==> src/rtl/stack_engine.sv <==
// PUSH/POP sequencer between decode and the 16-bit register file.
// Reads SP and a source register, moves one word to/from memory, writes back.
module stack_engine #(
   parameter logic [3:0]  SP_IDX      = 4'd13,
   parameter logic [15:0] STACK_LIMIT = 16'hFF00,
   parameter logic [15:0] STACK_TOP   = 16'hFFFF,
   parameter logic [3:0]  TIMEOUT     = 4'd15
) (
   input  logic        clk,
   input  logic        rst,
   input  logic        req,
   input  logic        req_pop,
   input  logic [3:0]  req_reg,
   output logic        ready,
   output logic        busy,
   output logic        done,
   output logic        err,
   output logic [3:0]  rf_ra1,
   output logic [3:0]  rf_ra2,
   input  logic [15:0] rf_rd1,
   input  logic [15:0] rf_rd2,
   output logic        rf_we,
   output logic [3:0]  rf_wa,
   output logic [15:0] rf_wd,
   output logic        mem_req,
   output logic        mem_we,
   output logic [15:0] mem_addr,
   output logic [15:0] mem_wdata,
   input  logic [15:0] mem_rdata,
   input  logic        mem_ack
);

   typedef enum logic [2:0] {
      S_IDLE,
      S_MEM,
      S_WB_SP,
      S_WB_REG,
      S_DONE
   } state_t;

   state_t      state_q, state_d;
   logic        pop_q, pop_d;
   logic [3:0]  reg_q, reg_d;
   logic [15:0] sp_q, sp_d;
   logic [15:0] data_q, data_d;
   logic [3:0]  cnt_q, cnt_d;
   logic        err_q, err_d;

   logic        ready_q, ready_d;
   logic        busy_q, busy_d;
   logic        done_q, done_d;
   logic        mem_req_q, mem_req_d;
   logic        mem_we_q, mem_we_d;
   logic [15:0] mem_addr_q, mem_addr_d;
   logic [15:0] mem_wdata_q, mem_wdata_d;
   logic        rf_we_q, rf_we_d;
   logic [3:0]  rf_wa_q, rf_wa_d;
   logic [15:0] rf_wd_q, rf_wd_d;

   logic        bound_err;

   assign rf_ra1    = SP_IDX;
   assign rf_ra2    = req_reg;
   assign ready     = ready_q;
   assign busy      = busy_q;
   assign done      = done_q;
   assign err       = err_q;
   assign mem_req   = mem_req_q;
   assign mem_we    = mem_we_q;
   assign mem_addr  = mem_addr_q;
   assign mem_wdata = mem_wdata_q;
   assign rf_we     = rf_we_q;
   assign rf_wa     = rf_wa_q;
   assign rf_wd     = rf_wd_q;

   // Overflow/underflow is judged on the SP read in the accept cycle.
   assign bound_err = req_pop ? (rf_rd1 == STACK_TOP)
                              : (rf_rd1 == STACK_LIMIT);

   // Next-state, operand latches and next values of the registered outputs.
   always_comb begin
      state_d = state_q;
      pop_d   = pop_q;
      reg_d   = reg_q;
      sp_d    = sp_q;
      data_d  = data_q;
      cnt_d   = cnt_q;
      err_d   = err_q;

      case (state_q)
         S_IDLE: begin
            if (req) begin
               pop_d  = req_pop;
               reg_d  = req_reg;
               sp_d   = rf_rd1;
               data_d = rf_rd2;
               cnt_d  = 4'd0;
               err_d  = 1'b0;
               if (bound_err) begin
                  err_d   = 1'b1;
                  state_d = S_DONE;
               end else begin
                  state_d = S_MEM;
               end
            end
         end
         S_MEM: begin
            if (mem_ack) begin
               if (pop_q) begin
                  data_d = mem_rdata;
               end
               state_d = S_WB_SP;
            end else begin
               cnt_d = cnt_q + 4'd1;
               if (cnt_d == TIMEOUT) begin
                  err_d   = 1'b1;
                  state_d = S_DONE;
               end
            end
         end
         S_WB_SP: begin
            state_d = pop_q ? S_WB_REG : S_DONE;
         end
         S_WB_REG: begin
            state_d = S_DONE;
         end
         S_DONE: begin
            state_d = S_IDLE;
         end
         default: begin
            state_d = S_IDLE;
         end
      endcase

      // Outputs are decoded from the next state so they leave a flop.
      ready_d     = (state_d == S_IDLE);
      busy_d      = (state_d != S_IDLE);
      done_d      = (state_d == S_DONE);
      mem_req_d   = (state_d == S_MEM);
      mem_we_d    = mem_req_d & ~pop_d;
      mem_addr_d  = 16'd0;
      mem_wdata_d = 16'd0;
      if (mem_req_d) begin
         mem_addr_d  = pop_d ? sp_d + 16'd1 : sp_d;
         mem_wdata_d = data_d;
      end

      rf_we_d = 1'b0;
      rf_wa_d = 4'd0;
      rf_wd_d = 16'd0;
      if (state_d == S_WB_SP) begin
         rf_we_d = 1'b1;
         rf_wa_d = SP_IDX;
         rf_wd_d = pop_d ? sp_d + 16'd1 : sp_d - 16'd1;
      end else if (state_d == S_WB_REG) begin
         rf_we_d = 1'b1;
         rf_wa_d = reg_d;
         rf_wd_d = data_d;
      end
   end

   // State, operand and output registers; reset aborts with no done pulse.
   always_ff @(posedge clk) begin
      if (rst) begin
         state_q     <= S_IDLE;
         pop_q       <= 1'b0;
         reg_q       <= 4'd0;
         sp_q        <= 16'd0;
         data_q      <= 16'd0;
         cnt_q       <= 4'd0;
         err_q       <= 1'b0;
         ready_q     <= 1'b1;
         busy_q      <= 1'b0;
         done_q      <= 1'b0;
         mem_req_q   <= 1'b0;
         mem_we_q    <= 1'b0;
         mem_addr_q  <= 16'd0;
         mem_wdata_q <= 16'd0;
         rf_we_q     <= 1'b0;
         rf_wa_q     <= 4'd0;
         rf_wd_q     <= 16'd0;
      end else begin
         state_q     <= state_d;
         pop_q       <= pop_d;
         reg_q       <= reg_d;
         sp_q        <= sp_d;
         data_q      <= data_d;
         cnt_q       <= cnt_d;
         err_q       <= err_d;
         ready_q     <= ready_d;
         busy_q      <= busy_d;
         done_q      <= done_d;
         mem_req_q   <= mem_req_d;
         mem_we_q    <= mem_we_d;
         mem_addr_q  <= mem_addr_d;
         mem_wdata_q <= mem_wdata_d;
         rf_we_q     <= rf_we_d;
         rf_wa_q     <= rf_wa_d;
         rf_wd_q     <= rf_wd_d;
      end
   end

endmodule

==> config.mk <==
export PLATFORM = sky130hd
export DESIGN_NAME = stack_engine
export DESIGN_NICKNAME = d
export VERILOG_FILES = /design/src/rtl/stack_engine.sv
export SDC_FILE = /design/constraint.sdc
export NUM_CORES = 1
export LEC_CHECK = 0
export ABC_AREA = 1
export BUFFER_PORTS_ARGS = -buffer_cell sky130_fd_sc_hd__buf_4
export CAP_MARGIN = 20
export CORE_UTILIZATION = 40
export CTS_CLUSTER_DIAMETER = 120
export DETAILED_ROUTE_END_ITERATION = 8
export GPL_TIMING_DRIVEN = 0
export MAX_ROUTING_LAYER = met4
export PLACE_DENSITY_LB_ADDON = 0.3
export RECOVER_POWER = 100
export SLEW_MARGIN = 20
export SYNTH_ARGS = -nofsm -noshare
export SYNTH_HDL_FRONTEND = slang
export SYNTH_SLANG_ARGS = --single-unit
==> constraint.sdc <==
create_clock -name clk -period 6.14 [get_ports clk]
set_clock_uncertainty 0.05 [all_clocks]
set_input_delay 0.307 -clock clk [delete_from_list [all_inputs] [get_ports clk]]
set_output_delay 0.307 -clock clk [all_outputs]
set_load 0.03 [all_outputs]
==> results.json, run 1 <==
{
  "num_rows": 41,
  "final_cells": 1040,
  "worst-path-buf-inv": 4,
  "cts_sinks": 103,
  "crit_top_cell": "clkbuf_1",
  "netlist_area_um2": 5140,
  "drtIter0Drc": 343,
  "leakage_nw": 2.93,
  "clk_pin_slew_ns": 0.07,
  "tritoncts": "built",
  "start_util_pct": 40.9,
  "ctsResizeCount": 0,
  "ys_types": 40,
  "ys_async_sr_fraction_pct": 0,
  "critPathKind": "reg -> reg",
  "worstMarginPinSlew_ns": 1.06,
  "max_stage_delay_ns": 0.93,
  "hold_viol_final": 0,
  "setup_viol": 0,
  "grt_pass1_wl_mm": 22.6,
  "htree_levels": 3,
  "routed_wl_mm": 14.4,
  "synth.avg_cell_area_um2": 7.01,
  "run_status": "finished, final reports clean",
  "clock.fmax_mhz": 243,
  "drtPass1Iterations": 4,
  "netlist_top_cells_area": "dfxtp_1 (40%), nand2_1 (16%), nor2_1 (6.6%)",
  "finalWorstSetupSlack_ns": 2.03,
  "n_antenna_cell": 0,
  "cp.required_ns": 6.35,
  "hp-class": "in -> reg",
  "cap_viol_max_count": 0,
  "seq_area_frac_synth_pct": 40.1,
  "area_growth_pct": 21.4,
  "synth_commonest_cells": "nand2_1 (222), dfxtp_1 (103), nor2_1 (91), inv_1 (51), a21oi_1 (45)",
  "vdd_drop_max_uv": 135,
  "worst_path_max_delay_cell": "o21ai_0",
  "port-buffer-count": 117,
  "crit_path_start_kind": "flop",
  "r2r_setup_slack_ns": 2.03,
  "synth_edf_count": 0,
  "post_cts_buffers": 0,
  "cts_root_buf": "clkbuf_16",
  "drc": 0,
  "yosysMostFrequentCell": "nand2_1",
  "via_count": 4950,
  "slew_headroom_pct": 28.6,
  "yosysWarnings": 0,
  "end_kind": "flop",
  "num_io_pins": 124,
  "ys.flop_type": "dfxtp_1",
  "clkLatencyLatePin_ns": 0.35,
  "hold_slack_ns": 0.178,
  "wire_per_inst_um": 13.9,
  "syn_inst": 733,
  "nets": 924,
  "hpwl_mm": 11.1,
  "pwr_density_cell_nw_per_um2": 282,
  "cts-buffers-inserted": 9,
  "pre_cts_ws_ns": 3.65,
  "fin_crit_ns": 4.11,
  "finalCritPeriodShare_pct": 66.9,
  "antenna_found_initial": 0,
  "core_um2": 12600,
  "crit_fanout": 10,
  "grt_use_total_pct": 23.0,
  "dieArea_um2": 13300,
  "finalMaxSlewViolations": 0,
  "synth-seq-cells": 103,
  "synth_top_area_share_pct": 40.1,
  "cp_top_family": "buffers and inverters",
  "fp.dieW_um": 115,
  "gr-total-overflow": 0,
  "setup_tns_ns": 0,
  "cp_data_arrival_time_ns": 4.31,
  "cts_hold_buf": 0,
  "path_cells": "nor2_1, nand3_4, clkbuf_1, clkinvlp_2, o21ai_0, clkbuf_1, clkbuf_1, nand2_1, a21oi_1",
  "dp.cells": 1024,
  "clk_path_buf_depth": 2,
  "viasPerCell": 4.76,
  "yosys.area.top_type": "dfxtp_1",
  "ant_nets": 0,
  "gp_congestion": 0.958,
  "grt_pass1_vias": 4460,
  "rsz0062_at_grt": "no",
  "dieHeight_um": 115,
  "grt_max_degree": 19,
  "drive_gt1_share_pct": 15.8
}
[per-stage QoR]
stage | cell area (µm²) | power (W) | utilization (%)
2_1_floorplan | 5140 | 0.00105 | -
3_3_place_gp | 6240 | 0.00120 | 49.6
3_5_place_dp | 6240 | 0.00120 | 49.6
4_1_cts | 6550 | 0.00180 | 52.1
5_1_grt | 6240 | 0.00185 | 49.6
6_report | 6240 | 0.00176 | 49.6
[placed cells by master, fill, tap and decap left out, types with 2 or more instances in the layout]
cell type / instances
a21oi_1: 45
a22o_1: 14
a31oi_1: 2
buf_2: 6
buf_4: 65
clkbuf_1: 81
clkbuf_16: 9
clkinv_2: 2
conb_1: 4
dfxtp_1: 103
ha_1: 4
inv_1: 52
inv_2: 3
inv_6: 2
nand2_1: 228
nand2_2: 21
nand2_4: 5
nand3_1: 26
nand3_2: 3
nand3_4: 2
nand4_1: 25
nor2_1: 93
nor2_2: 7
nor3_1: 6
o21ai_0: 30
o21ai_1: 3
xor2_1: 8
[routing by layer]
metal	track usage [%]	wire length [µm]	vias up
met1	29.2	6810	2199
met2	36.5	6550	138
met3	4.01	752	21
met5	-	0	-
met4	8.14	300	0
li1	-	-	2592
[area by class of cell]
type	instances	area (µm²)
fill	1335	6330
clock inverter	6	76.3
buffer	38	210
timing repair buffer	117	642
clock buffer	10	239
multi-input combinational	536	2570
tap	172	215
inverter	58	220
sequential	103	2060
[flip-flops by register name, summed over array words and instances (netlist names)]
signal and cells:
busy 1, cnt_q 4, data_q 16, done 1, err 1, mem_addr 16
mem_req 1, mem_wdata 16, mem_we 1, pop_q 1, ready 1, reg_q 4
rf_wa 4, rf_wd 16, rf_we 1, sp_q 16, state_q 3
[logic make-up (layout without fill, tap and decap cells)]
group / after synthesis / count (layout) / share of synthesized area [%]
DFF: 103 / 103 / 40.1
buffers and inverters: 96 / 229 / 9.16
xor gates and xnor gates: 9 / 9 / 1.53
AOI/OAI and AO/OA: 97 / 97 / 10.7
and+or+nand+nor: 421 / 421 / 37.1
adders and majority gates: 4 / 4 / 0.974
muxes: 1 / 1 / 0.195
other: 2 / 4 / 0.146
[tightest hold or removal path: stages]
cell	delay [ns]
buf_4	0.09
mux2i_1	0.07
nor2_1	0.08
[path summary, 6_finish.rpt]
kind	cells after the start	endpoint	startpoint
setup / recovery	9	mem_addr[14]$_SDFF_PP0_	state_q[0]$_SDFF_PP0_
hold / removal	3	reg_q[1]$_SDFF_PP0_	req_reg[1]
setup reg to reg	9	mem_addr[14]$_SDFF_PP0_	state_q[0]$_SDFF_PP0_
hold reg to reg	2	cnt_q[3]$_SDFFE_PP0P_	cnt_q[3]$_SDFFE_PP0P_
[power breakdown]
group	total [W]	internal, W	leakage (nW)	switching [W]
Clock	0.000602	0.000333	0.152	0.000269
Combinational	0.000434	0.000130	1.93	0.000304
Sequential	0.000724	0.000710	0.842	0.0000139
Note: power is estimated with default switching activity, not from simulation.
==> inputs of run 2 (changes only) <==
==> constraint.sdc (replaced) <==
create_clock -name clk -period 3.42 [get_ports clk]
set_clock_uncertainty 0.05 [all_clocks]
set_input_delay 0.171 -clock clk [delete_from_list [all_inputs] [get_ports clk]]
set_output_delay 0.171 -clock clk [all_outputs]
set_load 0.03 [all_outputs]
==> results.json, run 2 (synthesized netlist as in run 1, its figures left out) <==
{
  "grt_use_total_pct": 23.0,
  "p_switching_w": 0.00106,
  "run_status": "finished, final reports clean",
  "hpwl_mm": 11.1,
  "pwr_density_cell_nw_per_um2": 507,
  "n_antenna_cell": 0,
  "cts_hold_buf": 0,
  "finalMaxSlewViolations": 0,
  "clk_pin_slew_ns": 0.07,
  "crit_path_start_kind": "flop",
  "dieHeight_um": 115,
  "cts_sinks": 103,
  "multiInputGateArea_um2": 2580,
  "post_cts_buffers": 0,
  "cap_viol_max_count": 0,
  "routed_wl_mm": 14.5,
  "place_area_um2": 6240,
  "cp_data_arrival_time_ns": 3.08,
  "grt_pass1_vias": 4460,
  "cts-buffers-inserted": 9,
  "hold_viol_final": 0,
  "end_kind": "flop",
  "clock.fmax_mhz": 348,
  "regArea_um2": 2060,
  "drc": 0,
  "final_common_cell": "nand2_1",
  "combPwrFrac_pct": 24.9,
  "fp.dieW_um": 115,
  "tritoncts": "built",
  "crit_fanout": 10,
  "grt.busiest_layer": "met2",
  "final_cells": 1040,
  "cp.required_ns": 3.63,
  "ctsResizeCount": 0,
  "via_count": 4956,
  "grt_pass1_wl_mm": 22.6,
  "ant_nets": 0,
  "rsz0062_at_grt": "no",
  "clkLatencyLatePin_ns": 0.35,
  "gp_congestion": 0.958,
  "drtIter0Drc": 340,
  "start_util_pct": 40.9,
  "htree_levels": 3,
  "num_rows": 41,
  "viasPerCell": 4.77,
  "pwr-share-seq_pct": 41.0,
  "clk_path_buf_depth": 2,
  "wire_per_inst_um": 13.9,
  "p_clk_share_pct": 34.1,
  "finish.instance_area_um2": 6260,
  "dieArea_um2": 13300,
  "slew_headroom_pct": 62.0,
  "finalCritPeriodShare_pct": 84.1,
  "antenna_found_initial": 0,
  "p_int_w": 0.00211,
  "core_um2": 12600,
  "cts_root_buf": "clkbuf_16",
  "fin_crit_ns": 2.88,
  "r2r_setup_slack_ns": 0.54,
  "grt_max_degree": 19,
  "p_sw_share_pct": 33.4,
  "grtUsageMet3_pct": 4.01,
  "gr-total-overflow": 0,
  "drive_gt1_share_pct": 16.6,
  "critPathKind": "reg -> reg",
  "setup_viol": 0,
  "n_fill_cell": 1331,
  "drtPass1Iterations": 5,
  "hp-class": "in -> reg",
  "layout_common_cells": "nand2_1 (228), dfxtp_1 (103), nor2_1 (92), clkbuf_1 (76), buf_4 (66)",
  "grt_use_met1_pct": 29.2,
  "worstMarginPinSlew_ns": 0.570,
  "nets": 924,
  "area_growth_pct": 21.9,
  "port-buffer-count": 117,
  "num_io_pins": 124,
  "dp.cells": 1024,
  "vdd_drop_max_uv": 244,
  "grtUsageMet2_pct": 36.5,
  "setup_tns_ns": 0,
  "leakage_nw": 2.95
}
run 2: stage by stage:
| stage | setup WS (ns) | power, W | utilization (%) | hold slack [ns] |
|---|---|---|---|---|
| 2_1_floorplan | 1.41 | 0.00189 | - | 0.284 |
| 3_3_place_gp | 0.967 | 0.00215 | 49.6 | 0.396 |
| 3_5_place_dp | 0.930 | 0.00216 | 49.6 | 0.405 |
| 4_1_cts | 0.911 | 0.00323 | 52.1 | 0.0414 |
| 5_1_grt | 0.368 | 0.00333 | 49.8 | 0.0752 |
| 6_report | 0.545 | 0.00317 | 49.8 | 0.0411 |
run 2: final timing paths:
kind	start	to	cells past startpoint
setup / recovery	state_q[0]$_SDFF_PP0_	mem_addr[4]$_SDFF_PP0_	10
hold / removal	req_reg[1]	reg_q[1]$_SDFF_PP0_	3
setup reg to reg	state_q[0]$_SDFF_PP0_	mem_addr[4]$_SDFF_PP0_	10
hold reg to reg	cnt_q[3]$_SDFFE_PP0P_	cnt_q[3]$_SDFFE_PP0P_	2
run 2: power groups by stage:
stage          sequential, W  clock (W)  combinational, W
2_1_floorplan        0.00140          0          0.000496
3_3_place_gp         0.00133          0          0.000822
3_5_place_dp         0.00133          0          0.000826
4_1_cts              0.00130    0.00109          0.000830
5_1_grt              0.00131    0.00115          0.000874
6_report             0.00130    0.00108          0.000789
run 2: worst max-delay path: stages (launching register included):
cell	delay, ns
dfxtp_1	0.36
nor2_4	0.25
nand3_1	0.23
buf_6	0.22
clkinvlp_2	0.21
clkbuf_1	0.48
nand2_1	0.14
nand2_1	0.11
nand2_1	0.21
buf_2	0.29
a21oi_1	0.22
run 2: layer usage:
layer	wire (µm)	vias to the layer above	share of wire, %
met3	772	20	5.3
met1	6830	2201	47
met5	0	-	0
met2	6550	145	45
met4	318	0	2.2
li1	-	2590	-
run 2: area by class of cell:
type	count	area share, %
Clock buffer	10	3.81
Inverter	58	3.52
Timing Repair Buffer	117	10.2
Buffer	38	3.71
Multi-Input combinational cell	536	41.1
Tap cell	172	3.44
Sequential cell	103	32.9
Clock inverter	6	1.22
==> inputs of run 3 (changes only) <==
==> constraint.sdc (replaced) <==
create_clock -name clk -period 2.5 [get_ports clk]
set_clock_uncertainty 0.05 [all_clocks]
set_input_delay 0.125 -clock clk [delete_from_list [all_inputs] [get_ports clk]]
set_output_delay 0.125 -clock clk [all_outputs]
set_load 0.03 [all_outputs]
==> results.json, run 3 (synthesized netlist as in run 1, its figures left out) <==
{
  "finalWorstSetupSlack_ns": 0.157,
  "top_layer": "met4",
  "critPathKind": "reg -> reg",
  "dieArea_um2": 13300,
  "grt_pass1_vias": 4460,
  "crit_fanout": 10,
  "grt_pass1_wl_mm": 22.6,
  "drc": 0,
  "rsz0062_at_grt": "no",
  "multiInputGateArea_um2": 2610,
  "cp.required_ns": 2.70,
  "path_cells": "inv_4, clkbuf_4, nand4_1, nand2_2, ha_1, nand3_1, nor3_4, nand4_1, nand3_1, nand2_1, nand2_1, nand2_1",
  "finalCritPeriodShare_pct": 93.7,
  "final_common_cell": "nand2_1",
  "n_fill_cell": 1323,
  "area_growth_pct": 23.5,
  "viasPerCell": 4.76,
  "regArea_um2": 2060,
  "gp_congestion": 0.958,
  "pre_cts_ws_ns": 0.0105,
  "hp-class": "in -> reg",
  "tritoncts": "built",
  "cts_root_buf": "clkbuf_16",
  "crit_top_cell": "nand2_1",
  "drtPass1Iterations": 5,
  "place_area_um2": 6240,
  "via_count": 4967,
  "finish.instance_area_um2": 6340,
  "core_um2": 12600,
  "n_antenna_cell": 0,
  "clock.fmax_mhz": 427,
  "worstMarginPinSlew_ns": 0.558,
  "dr_wl_met3_um": 781,
  "drtIter0Drc": 332,
  "ant_nets": 0,
  "setup_tns_ns": 0,
  "worst-path-buf-inv": 2,
  "grt_max_degree": 19,
  "routed_wl_mm": 14.5,
  "num_io_pins": 124,
  "finalMaxSlewViolations": 0,
  "hold_viol_final": 0,
  "end_kind": "flop",
  "layout_common_cells": "nand2_1 (224), dfxtp_1 (102), nor2_1 (91), clkbuf_1 (74), buf_4 (69)",
  "wire_per_inst_um": 13.9,
  "max_stage_delay_ns": 0.34,
  "start_util_pct": 40.9,
  "final_util_pct": 50.5,
  "cap_viol_max_count": 0,
  "worst_path_max_delay_cell": "dfxtp_1",
  "clkLatencyLatePin_ns": 0.35,
  "met1_length_mm": 6.77,
  "fin_crit_ns": 2.34,
  "clk_path_buf_depth": 2,
  "setup_viol": 0,
  "drive_gt1_share_pct": 17.7,
  "gr-total-overflow": 0,
  "dieHeight_um": 115,
  "nets": 927,
  "run_status": "finished, final reports clean",
  "leakage_nw": 2.99,
  "fp.dieW_um": 115,
  "cts-buffers-inserted": 9,
  "cp_data_arrival_time_ns": 2.54,
  "crit_path_start_kind": "flop",
  "grt_use_total_pct": 23.0,
  "antenna_found_initial": 0,
  "slew_headroom_pct": 62.4,
  "pwr_density_cell_nw_per_um2": 688,
  "clk_pin_slew_ns": 0.07,
  "design_power_total_w": 0.00437,
  "vdd_drop_max_uv": 335,
  "htree_levels": 3,
  "hpwl_mm": 11.1,
  "cp_top_family": "simple AND/OR/NAND/NOR gates",
  "cts_sinks": 103,
  "wl_met2_mm": 6.65,
  "port-buffer-count": 117,
  "num_rows": 41
}
==> run 3: cell types whose count changed in the layout (fill, tap and decap cells not counted), moves of 2 or more <==
cell,delta
buf_4,+3
buf_2,-2
nand2_2,+3
nand2_1,-4
clkbuf_1,-2
inv_4,+2
==> run 3: report_power, final <==
part,switching [W],internal [W],total (W)
Sequential,0.0000358,0.00174,0.00178
Clock,0.000664,0.000818,0.00148
Combinational,0.000760,0.000344,0.00110
Total,0.00146,0.00291,0.00437
==> run 3: repair_timing <==
action	in CTS	in global routing
pin swaps	0	2
setup endpoints to repair	1	6
resized for setup	1	5
hold endpoints to repair	1	0
hold buffers	1	0
setup buffers	0	2
==> run 3: area by class of cell <==
type	count	area share, %
Buffer	38	3.89
Clock buffer	10	3.77
Clock inverter	6	1.20
Inverter	58	3.51
Multi-Input combinational cell	536	41.2
Sequential cell	103	32.5
Tap cell	172	3.39
Timing Repair Buffer	120	10.5
==> run 3: worst paths after layout <==
path | cells past startpoint | from | to | slack, ns
max | 12 | state_q[1]$_SDFF_PP0_ | rf_wd[14]$_SDFF_PP0_ | 0.16
min | 3 | req_reg[2] | reg_q[2]$_SDFF_PP0_ | 0.01
max reg2reg | 12 | state_q[1]$_SDFF_PP0_ | rf_wd[14]$_SDFF_PP0_ | 0.16
min reg2reg | 2 | cnt_q[3]$_SDFFE_PP0P_ | cnt_q[3]$_SDFFE_PP0P_ | 0.43
==> run 3: per-layer routing <==
metal  vias to the layer above  GRT usage [%]
met5                         -              -
met4                         0           8.14
met3                        21           4.01
met2                       151           36.5
met1                      2201           29.2
li1                       2594              -
==> run 3: through the flow <==
| step | hold WS [ns] | std cells |
|---|---|---|
| final | 0.0132 | 1043 |
| after detailed placement | 0.359 | 1024 |
| after global placement | 0.350 | 1024 |
| after global routing | 0.0405 | 1043 |
| after floorplan | 0.238 | 735 |
| after CTS | 0.0174 | 1041 |
==> run 3: worst reg2reg max path: stages (launching register included) <==
cell      delay (ns)
dfxtp_1         0.34
inv_4           0.14
clkbuf_4        0.23
nand4_1         0.15
nand2_2         0.15
ha_1            0.20
nand3_1         0.18
nor3_4          0.33
nand4_1         0.13
nand3_1         0.11
nand2_1         0.06
nand2_1         0.11
nand2_1         0.07
